[src/rtl/udp_pkg.sv]
// Shared definitions for the UDP receive packer: FSM state encoding,
// default payload capacity and a saturating 16-bit increment helper.
package udp_pkg;

    localparam int UDP_MAX_BYTES = 120;

    typedef enum logic [1:0] {
        IDLE    = 2'd0,
        COLLECT = 2'd1,
        HOLD    = 2'd2,
        DROP    = 2'd3
    } udp_state_e;

    // Increment that sticks at the all-ones value instead of wrapping.
    function automatic logic [15:0] sat_inc16(input logic [15:0] v);
        return (v == 16'hFFFF) ? v : (v + 16'd1);
    endfunction

endpackage

[src/rtl/udp_rx_packer.sv]
// UDP receive packer: gathers the payload bytes of one datagram into a wide
// word (first byte in the top byte lane), presents it with a valid/ready
// handshake and drops whole datagrams that arrive while a word is still held.
// Optional feature: define UDP_RX_DROP_CNT_EN to get the drop_cnt port and
// its saturating counter of dropped datagrams.
module udp_rx_packer
    import udp_pkg::*;
#(
    parameter int MAX_BYTES = UDP_MAX_BYTES,
    parameter int DATA_W    = 8 * MAX_BYTES
) (
    input  logic              clk_200m,
    input  logic              rstn,
    input  logic              in_valid,
    input  logic [7:0]        in_data,
    input  logic [15:0]       in_length,
    output logic              out_valid,
    input  logic              out_ready,
    output logic [DATA_W-1:0] out_data,
    output logic [15:0]       out_length,
    output logic              out_trunc
`ifdef UDP_RX_DROP_CNT_EN
    ,
    output logic [15:0]       drop_cnt
`endif
);

    localparam int          PW      = $clog2(DATA_W);
    localparam logic [15:0] MAX_B16 = 16'(MAX_BYTES);

    udp_state_e        state_q, state_d;
    logic [DATA_W-1:0] buf_q, buf_d;
    logic [15:0]       count_q, count_d;
    logic [15:0]       len_q, len_d;
    logic              trunc_q, trunc_d;
    logic              out_valid_q, out_valid_d;
    logic [15:0]       out_len_q, out_len_d;
    logic              out_trunc_q, out_trunc_d;
`ifdef UDP_RX_DROP_CNT_EN
    logic [15:0]       drop_cnt_q, drop_cnt_d;
`endif

    logic              xfer_s;
    logic              start_s;
    logic              step_s;
    logic              end_s;
    logic [15:0]       fin_count_s;
    logic              fin_trunc_s;
    logic [PW-1:0]     pos_s;

    // Bit position of the top of the byte lane addressed by the running count.
    assign pos_s = PW'(DATA_W - 1 - 8 * int'(count_q));

    // Next-state logic: FSM sequencing, byte placement and word completion.
    always_comb begin
        state_d     = state_q;
        buf_d       = buf_q;
        count_d     = count_q;
        len_d       = len_q;
        trunc_d     = trunc_q;
        out_valid_d = out_valid_q;
        out_len_d   = out_len_q;
        out_trunc_d = out_trunc_q;
`ifdef UDP_RX_DROP_CNT_EN
        drop_cnt_d  = drop_cnt_q;
`endif
        xfer_s      = out_valid_q & out_ready;
        start_s     = 1'b0;
        step_s      = 1'b0;
        end_s       = 1'b0;
        fin_count_s = count_q;
        fin_trunc_s = trunc_q;

        case (state_q)
            IDLE: begin
                if (in_valid) begin
                    start_s = 1'b1;
                end else begin
                    state_d = IDLE;
                end
            end
            COLLECT: begin
                if (in_valid) begin
                    step_s = 1'b1;
                end else begin
                    end_s = 1'b1;
                end
            end
            HOLD: begin
                if (xfer_s) begin
                    out_valid_d = 1'b0;
                    if (in_valid) begin
                        // Back-to-back: the new datagram starts in the transfer cycle.
                        start_s = 1'b1;
                    end else begin
                        state_d = IDLE;
                    end
                end else if (in_valid) begin
                    state_d = DROP;
`ifdef UDP_RX_DROP_CNT_EN
                    drop_cnt_d = sat_inc16(drop_cnt_q);
`endif
                end else begin
                    state_d = HOLD;
                end
            end
            DROP: begin
                if (xfer_s) begin
                    out_valid_d = 1'b0;
                end else begin
                    out_valid_d = out_valid_q;
                end
                if (!in_valid) begin
                    state_d = (xfer_s || !out_valid_q) ? IDLE : HOLD;
                end else begin
                    state_d = DROP;
                end
            end
            default: begin
                state_d = IDLE;
            end
        endcase

        if (start_s) begin
            buf_d                = '0;
            buf_d[DATA_W-1 -: 8] = in_data;
            count_d              = 16'd1;
            trunc_d              = 1'b0;
            len_d                = (in_length == 16'd0) ? 16'd1 : in_length;
            fin_count_s          = 16'd1;
            fin_trunc_s          = 1'b0;
            if (in_length <= 16'd1) begin
                end_s = 1'b1;
            end else begin
                state_d = COLLECT;
            end
        end else if (step_s) begin
            if (count_q < MAX_B16) begin
                buf_d[pos_s -: 8] = in_data;
            end else begin
                trunc_d = 1'b1;
            end
            count_d     = sat_inc16(count_q);
            fin_count_s = count_d;
            fin_trunc_s = trunc_d;
            if (count_d >= len_q) begin
                end_s = 1'b1;
            end else begin
                state_d = COLLECT;
            end
        end else begin
            fin_count_s = count_q;
        end

        if (end_s) begin
            out_valid_d = 1'b1;
            out_len_d   = (fin_count_s > MAX_B16) ? MAX_B16 : fin_count_s;
            out_trunc_d = fin_trunc_s;
            state_d     = HOLD;
        end else begin
            out_len_d = out_len_d;
        end
    end

    // State and datapath registers with synchronous active-low reset.
    always_ff @(posedge clk_200m) begin
        if (!rstn) begin
            state_q     <= IDLE;
            buf_q       <= '0;
            count_q     <= 16'd0;
            len_q       <= 16'd0;
            trunc_q     <= 1'b0;
            out_valid_q <= 1'b0;
            out_len_q   <= 16'd0;
            out_trunc_q <= 1'b0;
`ifdef UDP_RX_DROP_CNT_EN
            drop_cnt_q  <= 16'd0;
`endif
        end else begin
            state_q     <= state_d;
            buf_q       <= buf_d;
            count_q     <= count_d;
            len_q       <= len_d;
            trunc_q     <= trunc_d;
            out_valid_q <= out_valid_d;
            out_len_q   <= out_len_d;
            out_trunc_q <= out_trunc_d;
`ifdef UDP_RX_DROP_CNT_EN
            drop_cnt_q  <= drop_cnt_d;
`endif
        end
    end

    assign out_valid  = out_valid_q;
    assign out_data   = buf_q;
    assign out_length = out_len_q;
    assign out_trunc  = out_trunc_q;
`ifdef UDP_RX_DROP_CNT_EN
    assign drop_cnt   = drop_cnt_q;
`endif

endmodule

[config.mk]
export PLATFORM = sky130hd
export DESIGN_NAME = udp_rx_packer
export DESIGN_NICKNAME = d
export VERILOG_FILES = /design/src/rtl/udp_pkg.sv /design/src/rtl/udp_rx_packer.sv
export SDC_FILE = /design/constraint.sdc
export NUM_CORES = 2
export LEC_CHECK = 0
export BUFFER_PORTS_ARGS = -buffer_cell sky130_fd_sc_hd__buf_4
export CORE_AREA = 5 5 392 394
export DETAILED_ROUTE_END_ITERATION = 10
export DIE_AREA = 0 0 397 399
export GPL_TIMING_DRIVEN = 0
export PLACE_DENSITY_LB_ADDON = 0.12
export SYNTH_ARGS = -nofsm -noshare
export SYNTH_HDL_FRONTEND = slang
export SYNTH_SLANG_ARGS = --single-unit
[constraint.sdc]
create_clock -name clk_200m -period 3.2 [get_ports clk_200m]
set_input_delay 0 -clock clk_200m [delete_from_list [all_inputs] [get_ports clk_200m]]
set_output_delay 0 -clock clk_200m [all_outputs]
set_load 0.05 [all_outputs]
==> metrics.csv <==
stage;metric;value;unit
global_route;antenna_found_initial;12;
sta;tightest_slew;0.989;ns
setup_path;worstPathMaxFanout;8;
setup_path;critical_path.startpoint_type;register;
sta;fin_ws;-0.236;ns
logic_synthesis;yosysSeqAreaShare;52.3;%
finish;final_common_cell;buf_4;
finish;syn2layout_area_growth;42.3;%
global_route;grt_pass1_vias;37100;
finish;fin_area;55100;sq um
die;start_util;25.9;%
routing;final_antenna_net_count;0;
power_and_ir_drop;power.leakage;0.0230;uW
clock_tree;cts_root_buf;clkbuf_16;
sta;slew_headroom;33.8;%
setup_path;worst-r2r-cell-count;16;
die;rows;142;
routing;drtIter0Drc;2837;
clock_tree;cts_tree;yes;
setup_path;critPathArrivalTime;4.12;ns
logic_synthesis;yosysWarningCount;0;
sta;final.hold.worst_slack;0.264;ns
setup_path;path_depth;16;
setup_path;cpPeakStageDelay;0.57;ns
sta;fmax;291;MHz
logic_synthesis;synth_cell_types;55;
sta;finalWorstPathRequiredPeriod;3.44;ns
status;status;finished, violations left;
sta;final_hold_viol_count;0;
setup_path;crit_buf_inv;5;
place;pre_cts_slack;-1.71;ns
sta;rsz0062_at_grt;true;
logic_synthesis;async_flop_share;0;%
clock_tree;cts.htree.levels;3;
routing;route.vias.total;38500;
routing;routed_via_density;4.94;
finish;instances_no_fill;7794;
global_route;grt_usage;28.8;%
die;dieWidth;397;microns
global_route;grt_overflow;0;
global_route;grt_pass1_wl;319;mm
clock_tree;clkLatencyLatePin;0.75;ns
finish;drive_above_1_share;27.6;%
worst_hold_path;min_path_cells;5;
place;place_area;49000;sq um
finish;nNetsFinal;5728;
setup_path;worst_path_max_delay_cell;or4_1;
place;placed_cells;7474;
setup_path;crit_required;3.89;ns
clock_tree;clockBufferDepth;3;
routing;drc;0;
routing;wl_per_cell;30.8;microns
finish;layout_common_cells;buf_4, dfxtp_1, nor2_1;
sta;drv_slew;0;
die;die_y;399;microns
status;violations;setup timing;
setup_path;end_kind;register;
setup_path;critPathTopFamily;simple AND/OR/NAND/NOR gates;
flow_run;drv_cap;0;
place;place.gp.congestion;0.871;
clock_tree;cts_buffers;117;
global_route;grt_max_degree;17;
clock_tree;clock_sinks;1013;
logic_synthesis;avgSynthCellArea;8.71;sq um
sta;period_share;107;%
logic_synthesis;ys_ff_latch;1013;
routing;routed_wl;240;mm
logic_synthesis;syn-num-nets;4503;
logic_synthesis;synthesis.area;38700;sq um
worst_hold_path;hold_class;in2reg;
setup_path;crit_chain;buf_6 -> nand4_1 -> or4_1 -> buf_6 -> clkbuf_16 -> and3_4 -> a21oi_4 -> ha_4 -> and4_1 -> a21oi_1 -> a21oi_1 -> a211o_1 -> buf_8 -> nor2_4 -> buf_8 -> and2_1;
place;numPortBuffers;1004;
die;coreArea;149000;sq um
logic_synthesis;synthFlopType;dfxtp_1;
sta;setup_viol;19;
place;hpwl;182;mm
die;io_pins;1006;
power_and_ir_drop;ir_drop;0.411;mV
die;die_area;158000;sq um
logic_synthesis;synth_edf_count;0;
setup_path;critical_path_class;reg2reg;
logic_synthesis;syn_inst;4451;
routing;firstDrtPassIters;6;
sta;skew;0.0252;ns
clock_tree;clk_pin_slew;0.06;ns
power_and_ir_drop;power.density;522;nW/um^2
==> per-layer routing <==
| metal | GRT usage [%] | vias up | wire length [microns] |
|---|---|---|---|
| li1 | - | 17700 | - |
| met1 | 34.1 | 19000 | 94600 |
| met2 | 49.0 | 1549 | 114000 |
| met3 | 8.60 | 318 | 20400 |
| met4 | 11.5 | 0 | 10800 |
| met5 | 0 | - | 0 |
==> registers in the layout (all words and copies together) (netlist names) <==
name	count
out_data	960
len_q	16
state_q	2
count_q	16
out_length	16
out_valid	1
out_trunc	1
trunc_q	1
==> report_power, final <==
part           switching (uW)  internal, uW  leakage, uW
Sequential               35.7         12700      0.00816
Clock                    5800          8010      0.00192
Combinational            1870           401       0.0129
Total                    7700         21100       0.0230
==> synth_stat cells (24+ instances only) <==
cell type / number / area [sq um]
o21ai_0: 33 / 165
dfxtp_1: 1013 / 20300
nand2_1: 599 / 2250
nor2_1: 736 / 2760
a21oi_1: 457 / 2290
ha_1: 24 / 300
inv_1: 24 / 90.1
clkbuf_1: 226 / 848
mux2i_1: 535 / 5360
buf_1: 25 / 93.8
nand3_1: 469 / 2350
nor3_1: 135 / 676
==> per-stage QoR <==
step | setup TNS, ns | total power, uW | utilization [%]
6_report | -3.79 | 28800 | 36.9
5_1_grt | -5.76 | 29500 | 36.9
4_1_cts | -2.59 | 29000 | 36.5
3_5_place_dp | -980.21 | 15000 | 32.8
3_3_place_gp | -1177.47 | 15000 | 32.7
2_1_floorplan | 0 | 13800 | -
==> tightest hold or removal path, stage by stage <==
cell and delay, ns:
dlygate4sd3_1 0.58, buf_4 0.16, nand2_1 0.10, a21oi_4 0.06, nor2_1 0.07
==> path summary, 6_finish.rpt <==
check	from	to	slack, ns
worst max-delay path	count_q[15]	out_length[11]	-0.24
worst min-delay path	out_ready	out_valid	0.26
worst max register to register	count_q[15]	out_length[11]	-0.24
worst min register to register	out_data[313]	out_data[313]	0.45
==> cell families after synthesis <==
| logic type | count (synthesis) | synth area share, % |
|---|---|---|
| AND/OR/NAND/NOR | 2038 | 22.6 |
| flip-flops | 1013 | 52.3 |
| multiplexers | 537 | 13.9 |
| AO/OA/AOI/OAI | 529 | 7.17 |
| buffers and inverters | 293 | 2.89 |
| adder cells (fa/ha/maj) | 24 | 0.775 |
| XOR/XNOR | 17 | 0.384 |
==> area by class of cell <==
type,instances,area (sq um)
Clock inverter,28,377
Tap cell,2016,2520
Multi-Input combinational cell,3145,18200
Inverter,27,105
Antenna cell,12,30.0
Sequential cell,1013,20300
Timing Repair Buffer,1108,8700
Clock buffer,181,3520
Buffer,264,1390
Fill cell,15800,94300
==> repair_timing <==
item                                   in CTS  in global routing
hold buffers                               59                  0
setup endpoints to repair                 989                809
setup buffers                              21                 20
endpoints found under the hold margin      34                  0
gates resized for setup                   312                143
pin swaps                                  35                 28
gates cloned                                1                  0
Power figures use the tool's default switching activity.
